### config.mk
export PLATFORM = sky130hd
export DESIGN_NAME = zigzag_reorder_pp
export DESIGN_NICKNAME = d
export VERILOG_FILES = /design/src/rtl/zigzag_reorder_pp.sv
export SDC_FILE = /design/constraint.sdc
export NUM_CORES = 1
export LEC_CHECK = 0
export BUFFER_PORTS_ARGS = -buffer_cell sky130_fd_sc_hd__buf_2
export CAP_MARGIN = 25
export CORE_ASPECT_RATIO = 1.25
export CORE_MARGIN = 10
export CORE_UTILIZATION = 47
export CTS_BUF_LIST = sky130_fd_sc_hd__clkbuf_16
export DETAILED_ROUTE_END_ITERATION = 10
export PLACE_DENSITY = 0.69
export SLEW_MARGIN = 20
export SYNTH_ARGS = -nofsm -noshare
export SYNTH_HDL_FRONTEND = slang
export SYNTH_SLANG_ARGS = --single-unit
export TNS_END_PERCENT = 1
### constraint.sdc
create_clock -name clk -period 6.5 [get_ports clk]
set_input_delay 0.65 -clock clk [delete_from_list [all_inputs] [get_ports clk]]
set_output_delay 0.65 -clock clk [all_outputs]
set_load 0.02 [all_outputs]
### src/rtl/zigzag_reorder_pp.sv
// Coefficient reorder stage: accepts N x N blocks in raster order into a
// ping-pong pair of block RAMs and emits each block in the scan order that
// was selected when its first coefficient arrived (zigzag, raster or
// column-major). Ready/valid on both sides, one coefficient per cycle.
module zigzag_reorder_pp #(
    parameter int DATA_WIDTH = 10,
    parameter int N          = 8,
    parameter int IDX_W      = 2 * $clog2(N)
) (
    input  logic                  clk,
    input  logic                  rst_n,
    input  logic                  in_valid,
    output logic                  in_ready,
    input  logic [DATA_WIDTH-1:0] in_data,
    input  logic                  in_sop,
    input  logic [1:0]            mode,
    output logic                  out_valid,
    input  logic                  out_ready,
    output logic [DATA_WIDTH-1:0] out_data,
    output logic [IDX_W-1:0]      out_idx,
    output logic                  out_sop,
    output logic                  out_eop,
    output logic                  sop_err
);

    localparam int                LOG_N    = $clog2(N);
    localparam int                BLK      = N * N;
    localparam logic [IDX_W-1:0]  LAST_IDX = IDX_W'(BLK - 1);
    localparam logic [LOG_N-1:0]  EDGE     = LOG_N'(N - 1);

    typedef enum logic [1:0] {
        SCAN_ZIGZAG     = 2'd0,
        SCAN_RASTER     = 2'd1,
        SCAN_COLUMN     = 2'd2,
        SCAN_ZIGZAG_ALT = 2'd3
    } scan_e;

    typedef struct packed {
        logic [DATA_WIDTH-1:0] data;
        logic [IDX_W-1:0]      idx;
        logic                  sop;
        logic                  eop;
    } beat_t;

    // Both banks live in one array; the bank select is the top address bit.
    logic [DATA_WIDTH-1:0] mem_q [2*BLK];

    // Write side state
    logic             wb_q, wb_d;
    logic [IDX_W-1:0] wc_q, wc_d;
    logic [1:0]       full_q, full_d;
    logic [1:0][1:0]  bank_mode_q, bank_mode_d;
    logic             sop_err_q, sop_err_d;
    logic             in_xfer;
    logic             fill_done;
    logic [IDX_W-1:0] wr_addr;

    // Read side state
    logic             rb_q, rb_d;
    logic [IDX_W-1:0] rc_q, rc_d;
    logic [LOG_N-1:0] x_q, x_d, y_q, y_d;
    logic             rd_issue, rd_last, space_ok, pop;
    logic [IDX_W-1:0] rd_addr;
    scan_e            scan_mode;

    // RAM output stage
    logic                  rd_valid_q;
    logic [DATA_WIDTH-1:0] rd_data_q;
    logic [IDX_W-1:0]      rd_idx_q;
    logic                  rd_sop_q, rd_eop_q;

    // Two-entry output skid buffer
    beat_t      skid_q [2];
    beat_t      head;
    logic       skid_head_q;
    logic [1:0] skid_cnt_q;
    logic       skid_tail;

    // ---------------------------------------------------------------
    // Write side: a word carrying in_sop always restarts the block at 0.
    // ---------------------------------------------------------------
    assign in_ready  = ~full_q[wb_q];
    assign in_xfer   = in_valid & in_ready;
    assign wr_addr   = in_sop ? '0 : wc_q;
    assign fill_done = in_xfer && (wr_addr == LAST_IDX);
    assign sop_err   = sop_err_q;

    // Next-state for the fill counter, bank pointer and per-bank scan mode.
    always_comb begin
        // NOTE: every variable gets a default first so no path leaves it unassigned (no latch).
        wc_d        = wc_q;
        wb_d        = wb_q;
        bank_mode_d = bank_mode_q;
        sop_err_d   = 1'b0;
        if (in_xfer) begin
            if (fill_done) begin
                wc_d = '0;
                wb_d = ~wb_q;
            end else begin
                wc_d = wr_addr + 1'b1;
            end
            if (wr_addr == '0) begin
                bank_mode_d[wb_q] = mode;
            end
            sop_err_d = in_sop && (wc_q != '0);
        end
    end

    // ---------------------------------------------------------------
    // Read side: issue a read only when the skid buffer is guaranteed a
    // slot for it once it comes out of the RAM a cycle later.
    // ---------------------------------------------------------------
    assign pop       = out_valid & out_ready;
    assign space_ok  = ({1'b0, skid_cnt_q} + {2'b00, rd_valid_q}) < (3'd2 + {2'b00, pop});
    assign rd_issue  = full_q[rb_q] & space_ok;
    assign rd_last   = rd_issue && (rc_q == LAST_IDX);
    assign rd_addr   = IDX_W'({y_q, x_q});
    assign scan_mode = scan_e'(bank_mode_q[rb_q]);

    // Scan generator: step (x,y) in the order latched for the bank being read.
    always_comb begin
        x_d  = x_q;
        y_d  = y_q;
        rc_d = rc_q;
        rb_d = rb_q;
        if (rd_issue) begin
            if (rd_last) begin
                x_d  = '0;
                y_d  = '0;
                rc_d = '0;
                rb_d = ~rb_q;
            end else begin
                rc_d = rc_q + 1'b1;
                case (scan_mode)
                    SCAN_RASTER: begin
                        if (x_q == EDGE) begin
                            x_d = '0;
                            y_d = y_q + 1'b1;
                        end else begin
                            x_d = x_q + 1'b1;
                        end
                    end
                    SCAN_COLUMN: begin
                        if (y_q == EDGE) begin
                            y_d = '0;
                            x_d = x_q + 1'b1;
                        end else begin
                            y_d = y_q + 1'b1;
                        end
                    end
                    default: begin
                        // Even diagonal moves up-right, odd moves down-left;
                        // at an edge step onto the next diagonal instead.
                        if (!(x_q[0] ^ y_q[0])) begin
                            if (x_q == EDGE) begin
                                y_d = y_q + 1'b1;
                            end else if (y_q == '0) begin
                                x_d = x_q + 1'b1;
                            end else begin
                                x_d = x_q + 1'b1;
                                y_d = y_q - 1'b1;
                            end
                        end else begin
                            if (y_q == EDGE) begin
                                x_d = x_q + 1'b1;
                            end else if (x_q == '0) begin
                                y_d = y_q + 1'b1;
                            end else begin
                                x_d = x_q - 1'b1;
                                y_d = y_q + 1'b1;
                            end
                        end
                    end
                endcase
            end
        end
    end

    // Full flags: fill-complete and read-release always hit different banks.
    always_comb begin
        full_d = full_q;
        if (fill_done) begin
            full_d[wb_q] = 1'b1;
        end
        if (rd_last) begin
            full_d[rb_q] = 1'b0;
        end
    end

    // Block RAM: one write port for the fill bank, one synchronous read port.
    always_ff @(posedge clk) begin
        // NOTE: the RAM has no reset; stale contents are never read because the full flags are reset.
        if (in_xfer) begin
            mem_q[{wb_q, wr_addr}] <= in_data;
        end
        if (rd_issue) begin
            rd_data_q <= mem_q[{rb_q, rd_addr}];
        end
    end

    // Control registers for both sides plus the sideband that follows the RAM read.
    always_ff @(posedge clk or negedge rst_n) begin
        if (!rst_n) begin
            wc_q        <= '0;
            wb_q        <= 1'b0;
            full_q      <= '0;
            bank_mode_q <= '0;
            sop_err_q   <= 1'b0;
            rc_q        <= '0;
            rb_q        <= 1'b0;
            x_q         <= '0;
            y_q         <= '0;
            rd_valid_q  <= 1'b0;
            rd_idx_q    <= '0;
            rd_sop_q    <= 1'b0;
            rd_eop_q    <= 1'b0;
        end else begin
            // NOTE: sequential state uses non-blocking assignment so every register samples pre-edge values.
            wc_q        <= wc_d;
            wb_q        <= wb_d;
            full_q      <= full_d;
            bank_mode_q <= bank_mode_d;
            sop_err_q   <= sop_err_d;
            rc_q        <= rc_d;
            rb_q        <= rb_d;
            x_q         <= x_d;
            y_q         <= y_d;
            rd_valid_q  <= rd_issue;
            if (rd_issue) begin
                rd_idx_q <= rd_addr;
                rd_sop_q <= (rc_q == '0);
                rd_eop_q <= rd_last;
            end
        end
    end

    // ---------------------------------------------------------------
    // Output skid buffer: holds the head stable while out_ready is low.
    // ---------------------------------------------------------------
    assign skid_tail = skid_head_q ^ skid_cnt_q[0];
    assign head      = skid_q[skid_head_q];
    assign out_valid = (skid_cnt_q != 2'd0);
    assign out_data  = head.data;
    assign out_idx   = head.idx;
    assign out_sop   = head.sop;
    assign out_eop   = head.eop;

    // Push RAM results, pop on output transfer.
    always_ff @(posedge clk or negedge rst_n) begin
        if (!rst_n) begin
            for (int i = 0; i < 2; i++) begin
                skid_q[i] <= '0;
            end
            skid_head_q <= 1'b0;
            skid_cnt_q  <= 2'd0;
        end else begin
            if (rd_valid_q) begin
                skid_q[skid_tail] <= '{data: rd_data_q, idx: rd_idx_q, sop: rd_sop_q, eop: rd_eop_q};
            end
            if (pop) begin
                skid_head_q <= ~skid_head_q;
            end
            skid_cnt_q <= skid_cnt_q + 2'(rd_valid_q) - 2'(pop);
        end
    end

endmodule

==> metrics.txt <==
Final min period 3.96 ns; Max Fanout on Critical Path 16; antenna cells 0; commonest cells in the netlist edfxtp_1, mux4_2, nor2_1; Initial DRC Count 3,031; # H-tree levels 3; vias in the first global route 25,000; Area contributors post-synth edfxtp_1, mux4_2, dfrtp_1; Pleak 0.0183 uW; count leader, synth edfxtp_1; clock share of power 40.9%; number of synthesized flops with an enable pin 1,290; Comb power frac 2.2%; Post-CTS Setup Inserts 0; Crit Reg-Reg Startpoint wb_q$_DFFE_PN0P_; share of cells above drive strength 1 30.3%; slowest stage cell, crit path nor2_1; dominant cell type by area after synthesis edfxtp_1; CTS Root Cell clkbuf_16; DP Worst Slack 2.52 ns; flops & latches, synth 1,365; Initial Util 47.5%; first-pass GRT wire length 178 mm; final hold vios 0; largest net degree at the start of global routing 122; drt pass-1 iters 5; Seq/Total Area, Yosys 76.4%; Post-DP HPWL 72.6 mm; Max-cap violations 0; VDD IR max 0.215 mV; # resized after CTS 0; die area 127,000 sq um; Post-Syn Nets 2,352; setup TNS 0 ns; period utilisation layout 60.9%; Inserted Clock Buffers 118; yosys warns 0; Slew Limit Fails 0; CTS Hold Bufs 0; antenna viol nets, final 0; M3 GR Usage 2.39%; Critical Path Max Stage Delay 1.10 ns; hold slack final 0.212 ns; min-delay worst type in2reg; Sw Ratio 20.3%; Slew @ Worst Pin 1.05 ns; status finished clean; clock latency on the worst-skew pair 0.71 ns; critical path required time 6.83 ns; Buffers on Ports 37; Mapped Area 53,100 sq um; nets 2,453; clock-pin transition on the worst setup and hold timing paths 0.07 ns; Final Power 17,000 uW; area grow syn2layout 11.4%; Chip Height 396 um; initial antenna violation count 3; CP cell instances mux2i_1, nand2_1, nor3b_1, nand3_2, nor2_1; met2 usage 32.0%; Critical Path AT 4.29 ns; Cells after Synth 2,317; final wirelength 121 mm; I/O Pins 38; Crit Path Class reg2reg; Rows 137; Net Sw Power 3450 uW; grt peak-use layer met2; worst hold start mode[1]; Tot GR Track Use 19.1%; DR DRC count 0; total core area 112,000 sq um; Slew HR 29.6%; Die W 321 um; met1 GRT Util 25.7%; CTS sink cnt 1,365; Reg power frac 56.9%; total number of vias 24,600; synthesized area per cell 22.9 sq um; dominant synthesized flop cell edfxtp_1; vias per inst 6.18; CTS max path bufs 3; Final setup viols 0; share of async-settable or async-resettable flops after synthesis 5.49%; RSZ-0062 raised after global routing no; drt wl/cell 30.3 um; Internal Power 13,600 uW; CTS tree built; top-area cell type share of the netlist area 72.9%; CP Launch Point wb_q$_DFFE_PN0P_; Congestion Overflow GR 0; Worst Slack Setup Final 2.54 ns; Highest Clock Rate 253 MHz; crit path launch type flip-flop; final RePlAce weighted congestion 0.811; synth unique cells 50; filler instances 8,236; power per cell area 288 nW/um^2; Crit. End Element flip-flop; worst clock skew 0.0230 ns
cell usage in the layout (no fill, tap or decap), types with 8 or more instances in the layout:
cell type,netlist,final
clkinvlp_4,0,17
clkbuf_16,0,120
mux2_2,28,28
edfxtp_1,1290,1290
mux2_1,40,40
nand2_1,38,37
nand3_1,10,8
dfrtp_1,75,72
inv_1,15,29
inv_6,0,8
o21ai_1,11,10
clkinv_2,0,24
a21oi_1,11,11
bufinv_16,0,12
buf_4,0,64
ha_1,18,18
clkinv_1,0,21
xnor2_1,9,9
nor2_1,144,131
nor3_1,10,10
buf_2,28,26
nor2_2,0,13
mux4_2,420,420
registers in the layout (all words and copies together) (netlist names):
| signal | cells |
|---|---|
| rb_q | 1 |
| mem_q | 1280 |
| rd_idx_q | 6 |
| skid_cnt_q | 2 |
| skid_head_q | 1 |
| y_q | 3 |
| full_q | 2 |
| rd_valid_q | 1 |
| rd_eop_q | 1 |
| sop_err | 1 |
| x_q | 3 |
| wb_q | 1 |
| wc_q | 6 |
| rd_sop_q | 1 |
| bank_mode_q | 4 |
| rd_data_q | 10 |
| skid_q | 36 |
| rc_q | 6 |
critical path: cells and delay by family, from the launching register on:
family	cells	cell delay, ns
DFF	1	0.55
muxes	1	0.32
and+or+nand+nor	4	2.68
power by group through the flow:
| stage | registers, uW | logic, uW | clock network [uW] |
|---|---|---|---|
| CTS | 9700 | 369 | 7070 |
| detailed placement | 9890 | 369 | 0 |
| finish | 9700 | 370 | 6970 |
| global placement | 9880 | 346 | 0 |
| floorplan | 9850 | 167 | 0 |
| global route | 9700 | 399 | 7400 |
per-stage QoR:
| step | utilization [%] | instance area (sq um) | std cells |
|---|---|---|---|
| global route | 52.9 | 59200 | 3978 |
| floorplan | - | 53100 | 2317 |
| finish | 52.9 | 59200 | 3978 |
| detailed placement | 49.3 | 55100 | 3732 |
| global placement | 49.1 | 55000 | 3717 |
| CTS | 52.7 | 59000 | 3953 |
path summary, 6_finish.rpt:
path,slack [ns],cells after the start,end
min in group asynchronous,0.40,2,skid_q[26]$_DFFE_PN0P_
max,2.54,5,mem_q[127][3]$_DFFE_PP_
min reg2reg,0.49,1,skid_q[6]$_DFFE_PN0P_
max reg2reg,2.54,5,mem_q[127][3]$_DFFE_PP_
max in group asynchronous,5.53,3,x_q[1]$_DFFE_PN0P_
min,0.21,2,bank_mode_q[3]$_DFFE_PN0P_
cells by family after synthesis:
logic type,after synthesis,share of synthesized area [%]
AO/OA/AOI/OAI,49,0.574
buffers and inverters,140,1.10
flip-flops,1365,76.4
XOR/XNOR,12,0.198
adder cells (fa/ha/maj),18,0.424
AND/OR/NAND/NOR,240,1.95
multiplexers,493,19.3
layout make-up:
type | instances | area [sq um] | area share [%]
Clock buffer | 120 | 3000 | 5.07
Clock inverter | 101 | 851 | 1.44
Inverter | 17 | 68.8 | 0.116
Multi-Input combinational cell | 812 | 12000 | 20.3
Sequential cell | 1365 | 40600 | 68.6
Tap cell | 1459 | 1830 | 3.08
Timing Repair Buffer | 104 | 838 | 1.42
routing by layer:
layer	routed length [um]	vias to the layer above
li1	-	9963
met1	45700	13300
met2	62100	1172
met3	8960	192
met4	3760	2
met5	7	-
Power figures use the tool's default switching activity.
